===== src/rtl/sync_asym_fifo.sv =====
// Single-clock asymmetric FIFO.
// Storage is held in units of min(WR_WIDTH, RD_WIDTH) bits. The write side
// deposits WR_U units per accepted write and the read side removes RD_U units
// per accepted read. This allows both up-conversion (narrow in, wide out) and
// down-conversion (wide in, narrow out). Packing is little-endian: the unit
// written first ends up in the lowest bits of a wide word.
module sync_asym_fifo #(
    parameter int WR_WIDTH      = 8,
    parameter int RD_WIDTH      = 32,
    parameter int DEPTH         = 64,
    parameter int ADDR_WIDTH    = 6,
    parameter int PROG_FULL_TH  = 48,
    parameter int PROG_EMPTY_TH = 8
) (
    input  logic                  clk,
    input  logic                  rst_n,
    // write side
    input  logic                  wr_en,
    input  logic [WR_WIDTH-1:0]   wr_data,
    output logic                  wr_full,
    output logic                  prog_full,
    output logic                  wr_overflow,
    output logic [ADDR_WIDTH:0]   wr_water_level,
    // read side
    input  logic                  rd_en,
    output logic [RD_WIDTH-1:0]   rd_data,
    output logic                  rd_valid,
    output logic                  rd_empty,
    output logic                  prog_empty,
    output logic                  rd_underflow,
    output logic [ADDR_WIDTH:0]   rd_water_level
);

    // ------------------------------------------------------------------
    // Derived geometry
    // ------------------------------------------------------------------
    localparam int UNIT  = (WR_WIDTH < RD_WIDTH) ? WR_WIDTH : RD_WIDTH;
    localparam int WR_U  = WR_WIDTH / UNIT;
    localparam int RD_U  = RD_WIDTH / UNIT;
    localparam int RATIO = WR_U * RD_U;          // one of WR_U / RD_U is 1
    localparam int WR_SH = $clog2(WR_U);
    localparam int RD_SH = $clog2(RD_U);
    localparam int PW    = ADDR_WIDTH + 1;

    localparam logic [PW-1:0] WR_STEP  = PW'(WR_U);
    localparam logic [PW-1:0] RD_STEP  = PW'(RD_U);
    localparam logic [31:0]   DEPTH_W  = 32'(DEPTH);
    localparam logic [31:0]   WR_U_W   = 32'(WR_U);
    localparam logic [31:0]   RD_U_W   = 32'(RD_U);
    localparam logic [31:0]   PF_TH_W  = 32'(PROG_FULL_TH);
    localparam logic [31:0]   PE_TH_W  = 32'(PROG_EMPTY_TH);

    // ------------------------------------------------------------------
    // Elaboration-time parameter checks
    // ------------------------------------------------------------------
    generate
        if ((WR_WIDTH % UNIT) != 0 || (RD_WIDTH % UNIT) != 0 ||
            (RATIO & (RATIO - 1)) != 0) begin : g_bad_ratio
            $error("sync_asym_fifo: WR_WIDTH and RD_WIDTH must differ by a power of 2");
        end
        if (DEPTH != (1 << ADDR_WIDTH)) begin : g_bad_depth
            $error("sync_asym_fifo: DEPTH must equal 2**ADDR_WIDTH");
        end
        if ((DEPTH % RATIO) != 0) begin : g_bad_multiple
            $error("sync_asym_fifo: DEPTH must be a multiple of the width ratio");
        end
    endgenerate

    // ------------------------------------------------------------------
    // State
    // ------------------------------------------------------------------
    logic [UNIT-1:0]       mem [DEPTH];
    logic [PW-1:0]         wr_ptr_reg;
    logic [PW-1:0]         rd_ptr_reg;
    logic [PW-1:0]         wr_ptr_next;
    logic [PW-1:0]         rd_ptr_next;
    logic [RD_WIDTH-1:0]   rd_data_reg;
    logic                  rd_valid_reg;
    logic                  wr_overflow_reg;
    logic                  rd_underflow_reg;

    logic [PW-1:0]         cnt;
    logic [31:0]           cnt_w;
    logic [31:0]           free_w;
    logic                  wr_accept;
    logic                  rd_accept;

    logic [UNIT-1:0]       wr_unit [WR_U];
    logic [ADDR_WIDTH-1:0] wr_addr [WR_U];
    logic [ADDR_WIDTH-1:0] rd_addr [RD_U];
    logic [RD_WIDTH-1:0]   rd_word;

    // ------------------------------------------------------------------
    // Occupancy, flags and levels: all derived from the registered
    // pointers so they describe the FIFO as it was at the start of the
    // cycle. Same-cycle requests never influence each other's acceptance.
    // ------------------------------------------------------------------
    assign cnt    = wr_ptr_reg - rd_ptr_reg;
    assign cnt_w  = 32'(cnt);
    assign free_w = DEPTH_W - cnt_w;

    assign wr_full        = (free_w < WR_U_W);
    assign rd_empty       = (cnt_w < RD_U_W);
    assign prog_full      = (cnt_w >= PF_TH_W);
    assign prog_empty     = (cnt_w <= PE_TH_W);
    assign wr_water_level = cnt >> WR_SH;
    assign rd_water_level = cnt >> RD_SH;

    assign wr_accept = wr_en & ~wr_full;
    assign rd_accept = rd_en & ~rd_empty;

    // ------------------------------------------------------------------
    // Unit slicing. Pointers only ever advance in multiples of their own
    // step and DEPTH is a multiple of both steps, so a multi-unit access
    // never wraps across the array end; plain low-bit addressing suffices.
    // ------------------------------------------------------------------
    generate
        for (genvar gi = 0; gi < WR_U; gi++) begin : g_wr_slice
            assign wr_unit[gi] = wr_data[gi*UNIT +: UNIT];
            assign wr_addr[gi] = wr_ptr_reg[ADDR_WIDTH-1:0] + ADDR_WIDTH'(gi);
        end
        for (genvar gi = 0; gi < RD_U; gi++) begin : g_rd_slice
            assign rd_addr[gi] = rd_ptr_reg[ADDR_WIDTH-1:0] + ADDR_WIDTH'(gi);
            assign rd_word[gi*UNIT +: UNIT] = mem[rd_addr[gi]];
        end
    endgenerate

    // Next pointer values for accepted requests.
    always_comb begin
        wr_ptr_next = wr_ptr_reg;
        rd_ptr_next = rd_ptr_reg;
        if (wr_accept) begin
            wr_ptr_next = wr_ptr_reg + WR_STEP;
        end
        if (rd_accept) begin
            rd_ptr_next = rd_ptr_reg + RD_STEP;
        end
    end

    // Storage write; contents are left alone by reset (pointers make them unreachable).
    always_ff @(posedge clk) begin
        if (rst_n && wr_accept) begin
            for (int k = 0; k < WR_U; k++) begin
                mem[wr_addr[k]] <= wr_unit[k];
            end
        end
    end

    // Pointer update; both sides advance on the same edge.
    always_ff @(posedge clk) begin
        if (!rst_n) begin
            wr_ptr_reg <= '0;
            rd_ptr_reg <= '0;
        end else begin
            wr_ptr_reg <= wr_ptr_next;
            rd_ptr_reg <= rd_ptr_next;
        end
    end

    // Registered read data and valid strobe; data holds when no read is accepted.
    always_ff @(posedge clk) begin
        if (!rst_n) begin
            rd_data_reg  <= '0;
            rd_valid_reg <= 1'b0;
        end else begin
            rd_valid_reg <= rd_accept;
            if (rd_accept) begin
                rd_data_reg <= rd_word;
            end
        end
    end

    // One-cycle error pulses for refused requests.
    always_ff @(posedge clk) begin
        if (!rst_n) begin
            wr_overflow_reg  <= 1'b0;
            rd_underflow_reg <= 1'b0;
        end else begin
            wr_overflow_reg  <= wr_en & wr_full;
            rd_underflow_reg <= rd_en & rd_empty;
        end
    end

    assign rd_data      = rd_data_reg;
    assign rd_valid     = rd_valid_reg;
    assign wr_overflow  = wr_overflow_reg;
    assign rd_underflow = rd_underflow_reg;

endmodule


===== config.mk =====
export PLATFORM = sky130hd
export DESIGN_NAME = sync_asym_fifo
export DESIGN_NICKNAME = d
export VERILOG_FILES = /design/src/rtl/sync_asym_fifo.sv
export SDC_FILE = /design/constraint.sdc
export NUM_CORES = 1
export LEC_CHECK = 0
export CORE_MARGIN = 2
export CORE_UTILIZATION = 47
export DETAILED_ROUTE_END_ITERATION = 12
export GPL_ROUTABILITY_DRIVEN = 0
export PLACE_DENSITY = 0.76
export RECOVER_POWER = 25
export SKIP_CTS_REPAIR_TIMING = 1
export SYNTH_ARGS = -nofsm -noshare
export SYNTH_HDL_FRONTEND = slang
export SYNTH_SLANG_ARGS = --single-unit

===== constraint.sdc =====
create_clock -name clk -period 7.6 [get_ports clk]
set_input_delay 1.52 -clock clk [delete_from_list [all_inputs] [get_ports clk]]
set_output_delay 1.52 -clock clk [all_outputs]
set_load 0.005 [all_outputs]

-- Word-level counts from Yosys, hierarchy flattened
Memory sizes are Yosys's and may differ from the RTL's. A register that Yosys moved wholly into a read port is not among the register bits.
Cells that the tools add are included.
W data, S select, Z words.
- memories: 1
- bits in writable memories: 512
- output and inout port bits: 53
- bits in read-only memories: 0
- word-level logic and storage cells: 30
- bits in latches: 0
- flip-flop bits (word level): 17
- memories (memory ; depth ; bits a word ; rd ports ; clocked after memory_dff ; wr ports ; line ; source):
    mem ; 64 ; 8 ; 4 ; 4 ; 1 ; 72 ; logic [UNIT-1:0] mem [DEPTH];
- multiplexer cells: 2
- reductions and logical operators: 5
- equality and inequality tests: 0
- bitwise logic cells: 6
- $add $sub $neg: 7
- $lt $le $gt $ge: 4
- div/mod/pow operators: 0
- shift-type cells: 0
- multipliers: 0
- operators by type and width (operator ; count):
    $lt A32 B1 Y1 const B ; 1
    $add A6 B2 Y6 const B ; 2
    $sub A7 B7 Y8 const A ; 1
    $add A7 B1 Y7 const B ; 1
    $add A7 B3 Y7 const B ; 1
    $ge A7 B6 Y1 const B ; 1
    $le A7 B4 Y1 const B ; 1
    $lt A7 B3 Y1 const B ; 1
    $sub A7 B7 Y7 ; 1
    $add A6 B1 Y6 const B ; 1
    $and A1 B1 Y1 ; 4
    $logic_not A1 Y1 ; 4
    $mux W1 ; 2
    $not A1 Y1 ; 2
    $logic_and A1 B1 Y1 ; 1

-- Logic depth before layout (Yosys ltp)
- word-level depth: 8
- gate-level depth with buffers: 14

-- Worst setup path after synthesis
No wires, ideal clock.
- kind: reg-to-output
- start: reg rd_ptr_reg[4]
- end: out wr_full
- arrival time: 2.652 ns
- stages on the path, launching flop included: 13
- data required time: 6.080 ns
- path slack: 3.428 ns
- cells stage by stage: dfxtp_1 > buf_2 > clkbuf_1 > inv_1 > clkbuf_1 > ha_1 > a21oi_1 > o21ai_2 > xor2_2 > nor4_2 > or2_1 > buf_2 > buf_6
- word-level cells in the longest chain between the ends: 3
- RTL lines (element ; line ; source):
    start: declaration ; 74 ; logic [PW-1:0] rd_ptr_reg;
    start signal: assignment ; 156 ; rd_ptr_reg <= rd_ptr_next;
    $sub A7 B7 Y7 ; 98 ; assign cnt = wr_ptr_reg - rd_ptr_reg;
    net rd_water_level[3] ; 31 ; output logic [ADDR_WIDTH:0] rd_water_level
    $sub A7 B7 Y8 ; 100 ; assign free_w = DEPTH_W - cnt_w;
    $lt A32 B1 Y1 ; 102 ; assign wr_full = (free_w < WR_U_W);
    end: declaration ; 20 ; output logic wr_full,
The timed path passes the listed nets, and every way through them passes these cells.

-- Worst setup path in the final report
- start: reg rd_ptr_reg[4]
- end: out wr_full
- word-level cells in the longest chain between the ends: 3
- RTL lines (element ; line):
    $sub A7 B7 Y7 ; 98
    $sub A7 B7 Y8 ; 100
    $lt A32 B1 Y1 ; 102
No other way between the ends.

==> flow_metrics.tcl <==
set metrics [dict create \
    rsz0062_at_grt "no" \
    synth_compound_area_share_pct 2.69 \
    setup_violations 0 \
    synthMuxAreaShare_pct 13.3 \
    drive_gt1_share_pct 20.8 \
    synth_area_leader_cell "edfxtp_1" \
    timing.setup.tns_ps 0 \
    rows 79 \
    async_flop_share_pct 0 \
    setup.worst_path.end_class "primary output" \
    fin_crit_sh_pct 75.6 \
    core_um2 46500 \
    required_ps 6080 \
    avgRoutedWirePerCell_um 24.9 \
    hold_violations 0 \
    cellPowerDensity_nw_per_um2 317 \
    grt_pass1_wl_um 72500 \
    antenna_found_initial 2 \
    hold-worst-slack_ps 472 \
    start_kind "flip-flop" \
    clkSlewWorstSetupHoldPaths_ps 60 \
    max_slew_margin_pct -109 \
    finalClockSkew_ps 16.5 \
    seq_area_frac_synth_pct 74.0 \
    drt_wl_total_um 48100 \
    cts_buffers 50 \
    antenna_left 0 \
    period_needed_ps 5750 \
    synthXorXnorAreaFrac_pct 0.233 \
    ys.flop_type "edfxtp_1" \
    vias 11653 \
    violations "max-capacitance violations, max-slew violations" \
    nets 1306 \
    root_buffer "clkbuf_16" \
    power_leakage_nw 7.85 \
    synth_area_um2 22100 \
    yosysWarnings 0 \
    routed_via_density 6.02 \
    multi_input_area_um2 5250 \
    start_util_pct 47.5 \
    die_w_um 221 \
    drtPass1Iterations 5 \
    seq_area_um2 16300 \
    ys_ff_latch 559 \
    path_max_fanout 47 \
    worstSkewPairLatency_ps 580 \
    cts_buffer_depth 3 \
    synth_area_per_cell_um2 18.1 \
    synth.top_cell.area_share_pct 69.7 \
    grt_pass1_vias 11617 \
    vdd.ir_drop.worst_mv 0.208 \
    synth_top_family_by_area "multiplexers" \
    yosys.area_share.adder_pct 0.488 \
    cap_violations 5 \
    yosysUniqueCellTypes 38 \
    internal_power_w 0.00587 \
    mostFrequentLayoutCell "edfxtp_1" \
    grt_max_degree 75 \
    slew_violations 325 \
    grt_usage_pct 20.1 \
    synthCells 1216 \
    tightest_slew_ps 3130 \
    clock_power_share_pct 33.2 \
    largest_reg_flops 512 \
    power.net_switching_w 0.00209 \
    dr.first_iter.drc_count 1509 \
    synth_enable_flop_cells 512 \
    clock_sinks 559 \
    port_buffers 62 \
    drc 0 \
    synth_area_leaders "edfxtp_1 70%, mux4_2 13%, dfxtp_1 4.3%" \
    max_freq_mhz 174 \
    hpwl_um 27500 \
    dieArea_um2 48700 \
    cts_tree "built" \
    switching_share_pct 26.3 \
    final_cell_mix "512 x edfxtp_1, 149 x nand2_1, 128 x mux4_2" \
    critPathArrivalTime_ps 4230 \
    combPwrFrac_pct 21.6 \
    crit_type "reg2out" \
    seqPwrFrac_pct 45.1 \
    areaGrowthSynthToFinish_pct 13.7 \
    outcome "finished, violations left" \
    synthSimpleGateAreaFrac_pct 6.91 \
    n_fill_cell 3447 \
    htree_levels 2 \
    io_pins 65 \
    grt_overflow_total 0 \
    die_h_um 221 \
    min_path_type "reg2reg" \
]
cell type report:
| cell class | count | area share (%) |
|---|---|---|
| diodes | 1 | 0.00998 |
| clock buffers | 74 | 5.91 |
| clock inverters | 19 | 1.10 |
| inverters | 13 | 0.195 |
| multi-input cells | 549 | 20.9 |
| flip-flops and latches | 559 | 65.1 |
| well taps | 607 | 3.03 |
| repair buffers | 113 | 3.75 |
worst max-delay path, stage by stage, from the launching register on:
cell and delay (ps):
dfxtp_4 800, inv_1 180, ha_1 380, a21oi_1 180, o21ai_2 90, xor2_2 220, nor4_2 900, or2_1 330
clkdlybuf4s50_1 550
final timing paths:
path                         startpoint                  endpoint  slack, ps  cells after the start
min reg2reg    rd_data[15]$_SDFFE_PN0P_  rd_data[15]$_SDFFE_PN0P_        470                      2
max          rd_ptr_reg[4]$_SDFFE_PN0P_                   wr_full       1850                      8
min            rd_data[15]$_SDFFE_PN0P_  rd_data[15]$_SDFFE_PN0P_        470                      2
max reg2reg  rd_ptr_reg[2]$_SDFFE_PN0P_      mem[50][6]$_DFFE_PP_       3070                      9
kinds of logic after synthesis:
| logic type | after synthesis |
|---|---|
| flip-flops | 559 |
| AND/OR/NAND/NOR | 320 |
| multiplexers | 132 |
| buffers and inverters | 109 |
| AO/OA/AOI/OAI | 82 |
| adder cells (fa/ha/maj) | 8 |
| XOR/XNOR | 5 |
| other | 1 |
per-layer routing:
metal  vias to the layer above  GRT usage (%)  wire length (µm)
met5                         -              0                26
met1                      5973           28.4             19300
met3                       102           3.30              3840
met2                       567           32.3             23600
met4                         4           6.73              1440
li1                       5007              -                 -
through the flow:
stage	total power, W	utilization (%)	std cells	instance area, µm²	setup WS, ps
final	0.00796	54.0	1935	25100	1850
after CTS	0.00801	54.0	1934	25100	1820
after detailed placement	0.00538	50.2	1841	23300	2460
after floorplan	0.00479	-	1217	22100	3430
after global placement	0.00536	50.2	1841	23300	2560
after global routing	0.00824	54.0	1934	25100	1570
synth_stat cells, types with 2 or more instances:
library cell	n
edfxtp_1	512
nand2_1	149
mux4_2	128
clkbuf_1	50
dfxtp_1	47
nor4_1	43
nand3_1	42
o21ai_0	36
and3_1	35
a311o_1	32
nor2_1	29
buf_4	18
buf_2	17
inv_1	12
a21oi_1	9
ha_1	7
or3_1	7
buf_1	5
buf_6	5
mux2i_1	4
or4_1	4
nand4_1	3
o31ai_1	3
xor2_1	3
nand2b_1	2
nor4_2	2
power by group through the flow:
stage	clock [W]	combinational (W)	sequential (W)
6_report	0.00264	0.00172	0.00359
5_1_grt	0.00279	0.00185	0.00361
4_1_cts	0.00267	0.00174	0.00359
3_5_place_dp	0	0.00173	0.00366
3_3_place_gp	0	0.00170	0.00365
2_1_floorplan	0	0.00124	0.00355
Note: power is estimated with default switching activity, not from simulation.
